--- src/rtl/sram_ctrl_pkg.sv ---
// Shared definitions for the word-to-byte SRAM controller: FSM states,
// default SRAM depth and the one-hot byte-lane masks.
package sram_ctrl_pkg;

    typedef enum logic [2:0] {
        IDLE,
        WR_B0,
        WR_B1,
        WR_B2,
        WR_B3,
        RD_ISSUE,
        RD_RSP,
        ERR
    } state_e;

    localparam int DEPTH_DEFAULT = 256;

    localparam logic [3:0] BM_B0 = 4'b0001;
    localparam logic [3:0] BM_B1 = 4'b0010;
    localparam logic [3:0] BM_B2 = 4'b0100;
    localparam logic [3:0] BM_B3 = 4'b1000;

endpackage

--- src/rtl/rr_arb2.sv ---
// Two-requester round-robin arbiter; grants are combinational from requests.
// The loser of the last grant gets priority next; requester A wins first after reset.
module rr_arb2 (
    input  logic clk,
    input  logic rst_n,
    input  logic en_i,
    input  logic req_a_i,
    input  logic req_b_i,
    output logic gnt_a_o,
    output logic gnt_b_o
);

    logic prio_b_q;
    logic prio_b_d;

    always_comb begin
        gnt_a_o  = en_i && req_a_i && (!req_b_i || !prio_b_q);
        gnt_b_o  = en_i && req_b_i && (!req_a_i || prio_b_q);
        prio_b_d = prio_b_q;
        if (gnt_a_o) begin
            prio_b_d = 1'b1;
        end else if (gnt_b_o) begin
            prio_b_d = 1'b0;
        end
    end

    always_ff @(posedge clk or negedge rst_n) begin
        if (!rst_n) begin
            prio_b_q <= 1'b0;
        end else begin
            prio_b_q <= prio_b_d;
        end
    end

endmodule

--- src/rtl/sram_word_ctrl.sv ---
// 32-bit word access to a byte-masked SRAM: writes take 5 cycles (accept + 4 bytes),
// reads return 2 cycles after accept; new requests are only accepted while idle.
module sram_word_ctrl
    import sram_ctrl_pkg::*;
#(
    parameter int ADDR_W = 10,
    parameter int DEPTH  = DEPTH_DEFAULT
) (
    input  logic              clk,
    input  logic              rst_n,
    input  logic              wr_valid,
    output logic              wr_ready,
    input  logic [ADDR_W-1:0] wr_addr,
    input  logic [31:0]       wr_data,
    input  logic              rd_valid,
    output logic              rd_ready,
    input  logic [ADDR_W-1:0] rd_addr,
    output logic              rd_rsp_valid,
    output logic [31:0]       rd_rsp_data,
    output logic              addr_err,
    output logic              busy,
    output logic              sram_csb,
    output logic              sram_wsb,
    output logic [3:0]        sram_bytemask,
    output logic [7:0]        sram_wdata,
    output logic [ADDR_W-1:0] sram_waddr,
    output logic [ADDR_W-1:0] sram_raddr,
    input  logic [31:0]       sram_rdata
);

    localparam logic [ADDR_W:0] DEPTH_L = (ADDR_W + 1)'(DEPTH);

    state_e              state_q, state_d;
    logic [ADDR_W-1:0]   addr_q, addr_d;
    logic [31:0]         data_q, data_d;
    logic                err_q, err_d;
    logic                wr_oor, rd_oor;
    logic                arb_en;

    assign wr_oor = {1'b0, wr_addr} >= DEPTH_L;
    assign rd_oor = {1'b0, rd_addr} >= DEPTH_L;
    // Gating with rst_n keeps both readies low while reset is held.
    assign arb_en = (state_q == IDLE) && rst_n;
    assign busy   = (state_q != IDLE);

    rr_arb2 u_arb (
        .clk     (clk),
        .rst_n   (rst_n),
        .en_i    (arb_en),
        .req_a_i (wr_valid),
        .req_b_i (rd_valid),
        .gnt_a_o (wr_ready),
        .gnt_b_o (rd_ready)
    );

    always_comb begin
        state_d = state_q;
        addr_d  = addr_q;
        data_d  = data_q;
        err_d   = err_q;
        case (state_q)
            IDLE: begin
                if (wr_ready) begin
                    addr_d  = wr_addr;
                    data_d  = wr_data;
                    err_d   = wr_oor;
                    state_d = wr_oor ? ERR : WR_B0;
                end else if (rd_ready) begin
                    addr_d  = rd_addr;
                    err_d   = rd_oor;
                    state_d = rd_oor ? RD_RSP : RD_ISSUE;
                end
            end
            WR_B0:    state_d = WR_B1;
            WR_B1:    state_d = WR_B2;
            WR_B2:    state_d = WR_B3;
            WR_B3:    state_d = IDLE;
            RD_ISSUE: state_d = RD_RSP;
            RD_RSP:   state_d = IDLE;
            ERR:      state_d = IDLE;
            default:  state_d = IDLE;
        endcase
    end

    // Each write state drives a fixed one-hot mask: any other mask would wipe the word.
    always_comb begin
        sram_csb      = 1'b1;
        sram_wsb      = 1'b1;
        sram_bytemask = 4'b0000;
        sram_wdata    = 8'h00;
        sram_waddr    = '0;
        sram_raddr    = '0;
        rd_rsp_valid  = 1'b0;
        rd_rsp_data   = 32'h0;
        addr_err      = 1'b0;
        case (state_q)
            WR_B0, WR_B1, WR_B2, WR_B3: begin
                sram_csb   = 1'b0;
                sram_wsb   = 1'b0;
                sram_waddr = addr_q;
                case (state_q)
                    WR_B0: begin sram_bytemask = BM_B0; sram_wdata = data_q[7:0];   end
                    WR_B1: begin sram_bytemask = BM_B1; sram_wdata = data_q[15:8];  end
                    WR_B2: begin sram_bytemask = BM_B2; sram_wdata = data_q[23:16]; end
                    default: begin sram_bytemask = BM_B3; sram_wdata = data_q[31:24]; end
                endcase
            end
            RD_ISSUE: begin
                sram_csb   = 1'b0;
                sram_raddr = addr_q;
            end
            RD_RSP: begin
                rd_rsp_valid = 1'b1;
                rd_rsp_data  = err_q ? 32'h0 : sram_rdata;
                addr_err     = err_q;
            end
            ERR: addr_err = 1'b1;
            default: ;
        endcase
    end

    always_ff @(posedge clk or negedge rst_n) begin
        if (!rst_n) begin
            state_q <= IDLE;
            addr_q  <= '0;
            data_q  <= 32'h0;
            err_q   <= 1'b0;
        end else begin
            state_q <= state_d;
            addr_q  <= addr_d;
            data_q  <= data_d;
            err_q   <= err_d;
        end
    end

endmodule

--- config.mk ---
export PLATFORM = sky130hd
export DESIGN_NAME = sram_word_ctrl
export DESIGN_NICKNAME = d
export VERILOG_FILES = /design/src/rtl/sram_ctrl_pkg.sv /design/src/rtl/rr_arb2.sv /design/src/rtl/sram_word_ctrl.sv
export SDC_FILE = /design/constraint.sdc
export NUM_CORES = 1
export LEC_CHECK = 0
export CORE_MARGIN = 3
export CORE_UTILIZATION = 41
export CTS_CLUSTER_SIZE = 12
export DETAILED_ROUTE_END_ITERATION = 10
export PLACE_DENSITY = 0.95
export SETUP_SLACK_MARGIN = 0.3
export SLEW_MARGIN = 20
export SYNTH_ARGS = -nofsm -noshare
export SYNTH_HDL_FRONTEND = slang
export SYNTH_SLANG_ARGS = --single-unit
--- constraint.sdc ---
create_clock -name clk -period 4.9 [get_ports clk]
set_input_delay 1.225 -clock clk [delete_from_list [all_inputs] [get_ports clk]]
set_output_delay 1.225 -clock clk [all_outputs]
set_load 0.02 [all_outputs]
==> reports/qor.yml <==
grt:
  grt.total_usage_pct: 20.8
  grt_start_max_net_pins: 51
  grt_first_pass_wirelength_mm: 12.5
  antenna_found_initial: 0
  grt_pass1_vias: 2450
  grt_overflow_total: 0
timing:
  finalSetupViolCount: 0
  post-route-min-period_ns: 4.19
  slew_violations: 0
  layout_worst_path_cycle_share_pct: 85.4
  worst_slew_margin_relative_to_its_limit_pct: 41.9
  timing.setup.tns_ns: 0
  grt_setup_unrepaired: "no"
  achievable-frequency_mhz: 239
  max_slew.worst_pin.slew_ns: 0.871
  finalClockSkew_ns: 0.00304
  finalHoldViolations: 0
clock_tree:
  cts.reportedPaths.clkPinSlew_ns: 0.08
  ctsResizeCount: 0
  cts_max_level: 2
  cts-root-buf: "sky130_fd_sc_hd__clkbuf_8"
  max-clock-path-buffers: 2
  clock_sinks: 47
  postCtsHoldBufs: 0
  cts_setup_buffers: 0
  cts_buffers: 5
  tritoncts: "yes"
  clock_latency_at_the_later_pin_of_the_worst_skew_pair_ns: 0.30
power:
  total_leakage_power_uw: 0.00200
  pwr_density_cell_nw_per_um2: 563
  power.total_uw: 2480
  vdd_ir_drop_max_uv: 365
worst_setup_path:
  path_class: "input pin to primary output"
  cp-startpoint: "wr_valid"
  worstReg2RegStart: "state_q[0]$_DFFE_PN0P_"
  setup.worst_path.start_class: "input pin"
  cp_data_required_time_ns: 3.67
  cp.arrival_ns: 2.96
  crit_fanout: 4
  end_kind: "primary output"
synth:
  post-synth-top-area-cell: "sky130_fd_sc_hd__dfrtp_1"
  synth.top_cell.area_share_pct: 43.0
  post_synth_most_frequent_cells: "sky130_fd_sc_hd__dfrtp_1 (47), sky130_fd_sc_hd__and3_1 (32), sky130_fd_sc_hd__mux2_4 (29)"
  ys_seq_area_share_pct: 43.0
  synth_edf_count: 0
  yosys_register_bits: 47
  ys.flop_type: "sky130_fd_sc_hd__dfrtp_1"
  post_synth_inst_count: 259
  synthesis.area_um2: 2730
  synth_nets: 347
  synth_area_per_cell_um2: 10.6
  synth.distinct_cells: 34
  synth_async_sr_flop_share_pct: 100
  ys.warnings.count: 0
  synthTopCellsByArea: "sky130_fd_sc_hd__dfrtp_1 (43%), sky130_fd_sc_hd__mux2_4 (16%), sky130_fd_sc_hd__and3_1 (7.3%)"
  post-synth-top-count-cell: "sky130_fd_sc_hd__dfrtp_1"
floorplan:
  io_pins: 159
  initial_standard_cell_utilization_of_the_core_pct: 42.5
  row_count: 29
  dieArea_um2: 7680
  chipWidth_um: 87.6
  die-height_um: 87.6
  fp.coreArea_um2: 6420
hold_path:
  holdCritStartpoint: "data_q[4]$_DFFE_PN0P_"
  min-delay-path-class: "flip-flop to flip-flop"
place:
  placement.io_buffers: 158
  place.gp.congestion: 0.850
  detailed_place.area_um2: 4330
  numPlacedInstances: 475
  detailed_place_hpwl_mm: 6.52
route:
  number_of_drc_violations_after_detailed_routing: 0
  route.detailed.wl_per_inst_um: 17.4
  drt_iter0_markers: 181
  post_route_ant_nets: 0
  dr.pass1.iters: 4
  dr_total_vias: 2564
  drt-total-wl_mm: 8.37
  avgViaCountPerCell: 5.32
layout:
  layout.core_utilization_pct: 68.8
  fin_nets: 493
  antenna-diode-count: 0
  final_cells: 482
  post_route_cells_drive_above_1_share_pct: 12.6
  area_delta_synth_final_pct: 61.6
  finish.instance_area_um2: 4420
run_status:
  status: "completed"
job:
  max_cap_violations: 0
[where the power goes]
group	total [uW]	internal [uW]	switching, uW	leakage (uW)
registers	767	583	184	0.000555
clock network	236	111	125	0.0000470
logic	1480	792	689	0.00140
total	2480	1490	997	0.00200
[state kept, by name, indices dropped and copies added, names as in the netlist]
| name | count |
|---|---|
| data_q | 32 |
| addr_q | 10 |
| u_arb.prio_b_q | 1 |
| err_q | 1 |
| state_q | 3 |
[layout make-up]
class,instances,area [um2]
fillers,496,2010
repair buffers,163,1610
well taps,77,96.3
clock buffers,6,82.6
clock inverters,1,5.00
flip-flops and latches,47,1180
multi-input cells,184,1430
inverters,4,15.0
[worst max-delay path, stage by stage]
cell	delay (ns)
sky130_fd_sc_hd__clkdlybuf4s50_1	0.50
sky130_fd_sc_hd__a21boi_0	0.44
sky130_fd_sc_hd__nand2_2	0.10
sky130_fd_sc_hd__inv_1	0.07
sky130_fd_sc_hd__clkdlybuf4s50_1	0.63
[per-stage QoR]
stage	hold WS, ns	worst slack (ns)
finish	0.518	0.714
global route	0.533	0.532
CTS	0.518	0.710
detailed placement	0.491	0.721
global placement	0.490	0.726
floorplan	0.480	1.67
[metal layers]
metal | global-route usage (%) | wire length (um)
met5 | 0 | 0
met4 | 6.28 | 198
met3 | 4.70 | 586
met2 | 38.7 | 4450
met1 | 23.6 | 3140
[cells by family after synthesis]
logic type	Yosys count	share of synthesized area (%)
DFF	47	43.0
and+or+nand+nor	95	20.2
buffers and inverters	28	4.94
xor gates and xnor gates	1	0.321
AOI/OAI and AO/OA	48	11.4
muxes	40	20.1
[placed cells by master (no fill, tap or decap), types with 2 or more instances in the layout]
master | synthesis | layout
sky130_fd_sc_hd__nor3b_1 | 3 | 2
sky130_fd_sc_hd__nor2b_1 | 3 | 3
sky130_fd_sc_hd__o22ai_1 | 9 | 9
sky130_fd_sc_hd__mux2_2 | 3 | 3
sky130_fd_sc_hd__and2_1 | 23 | 23
sky130_fd_sc_hd__buf_4 | 0 | 5
sky130_fd_sc_hd__nand2_1 | 22 | 22
sky130_fd_sc_hd__dfrtp_1 | 47 | 47
sky130_fd_sc_hd__and3_1 | 32 | 32
sky130_fd_sc_hd__a21oi_1 | 13 | 13
sky130_fd_sc_hd__a31oi_1 | 10 | 10
sky130_fd_sc_hd__mux2_4 | 29 | 29
sky130_fd_sc_hd__nor2_1 | 5 | 5
sky130_fd_sc_hd__inv_1 | 4 | 4
sky130_fd_sc_hd__mux2i_1 | 8 | 8
sky130_fd_sc_hd__a22oi_1 | 8 | 8
sky130_fd_sc_hd__clkdlybuf4s50_1 | 0 | 157
sky130_fd_sc_hd__a21boi_0 | 2 | 2
sky130_fd_sc_hd__clkbuf_8 | 0 | 6
[path summary, 6_finish.rpt]
| check | end | slack [ns] | cells past startpoint |
|---|---|---|---|
| max | wr_ready | 0.71 | 5 |
| min reg2reg | data_q[4]$_DFFE_PN0P_ | 0.52 | 1 |
| min | data_q[4]$_DFFE_PN0P_ | 0.52 | 1 |
| max reg2reg | data_q[1]$_DFFE_PN0P_ | 2.57 | 5 |
| min in group asynchronous | state_q[2]$_DFFE_PN0P_ | 1.03 | 2 |
| max in group asynchronous | data_q[4]$_DFFE_PN0P_ | 3.47 | 2 |
No activity file was read; power rests on OpenSTA's default activity.
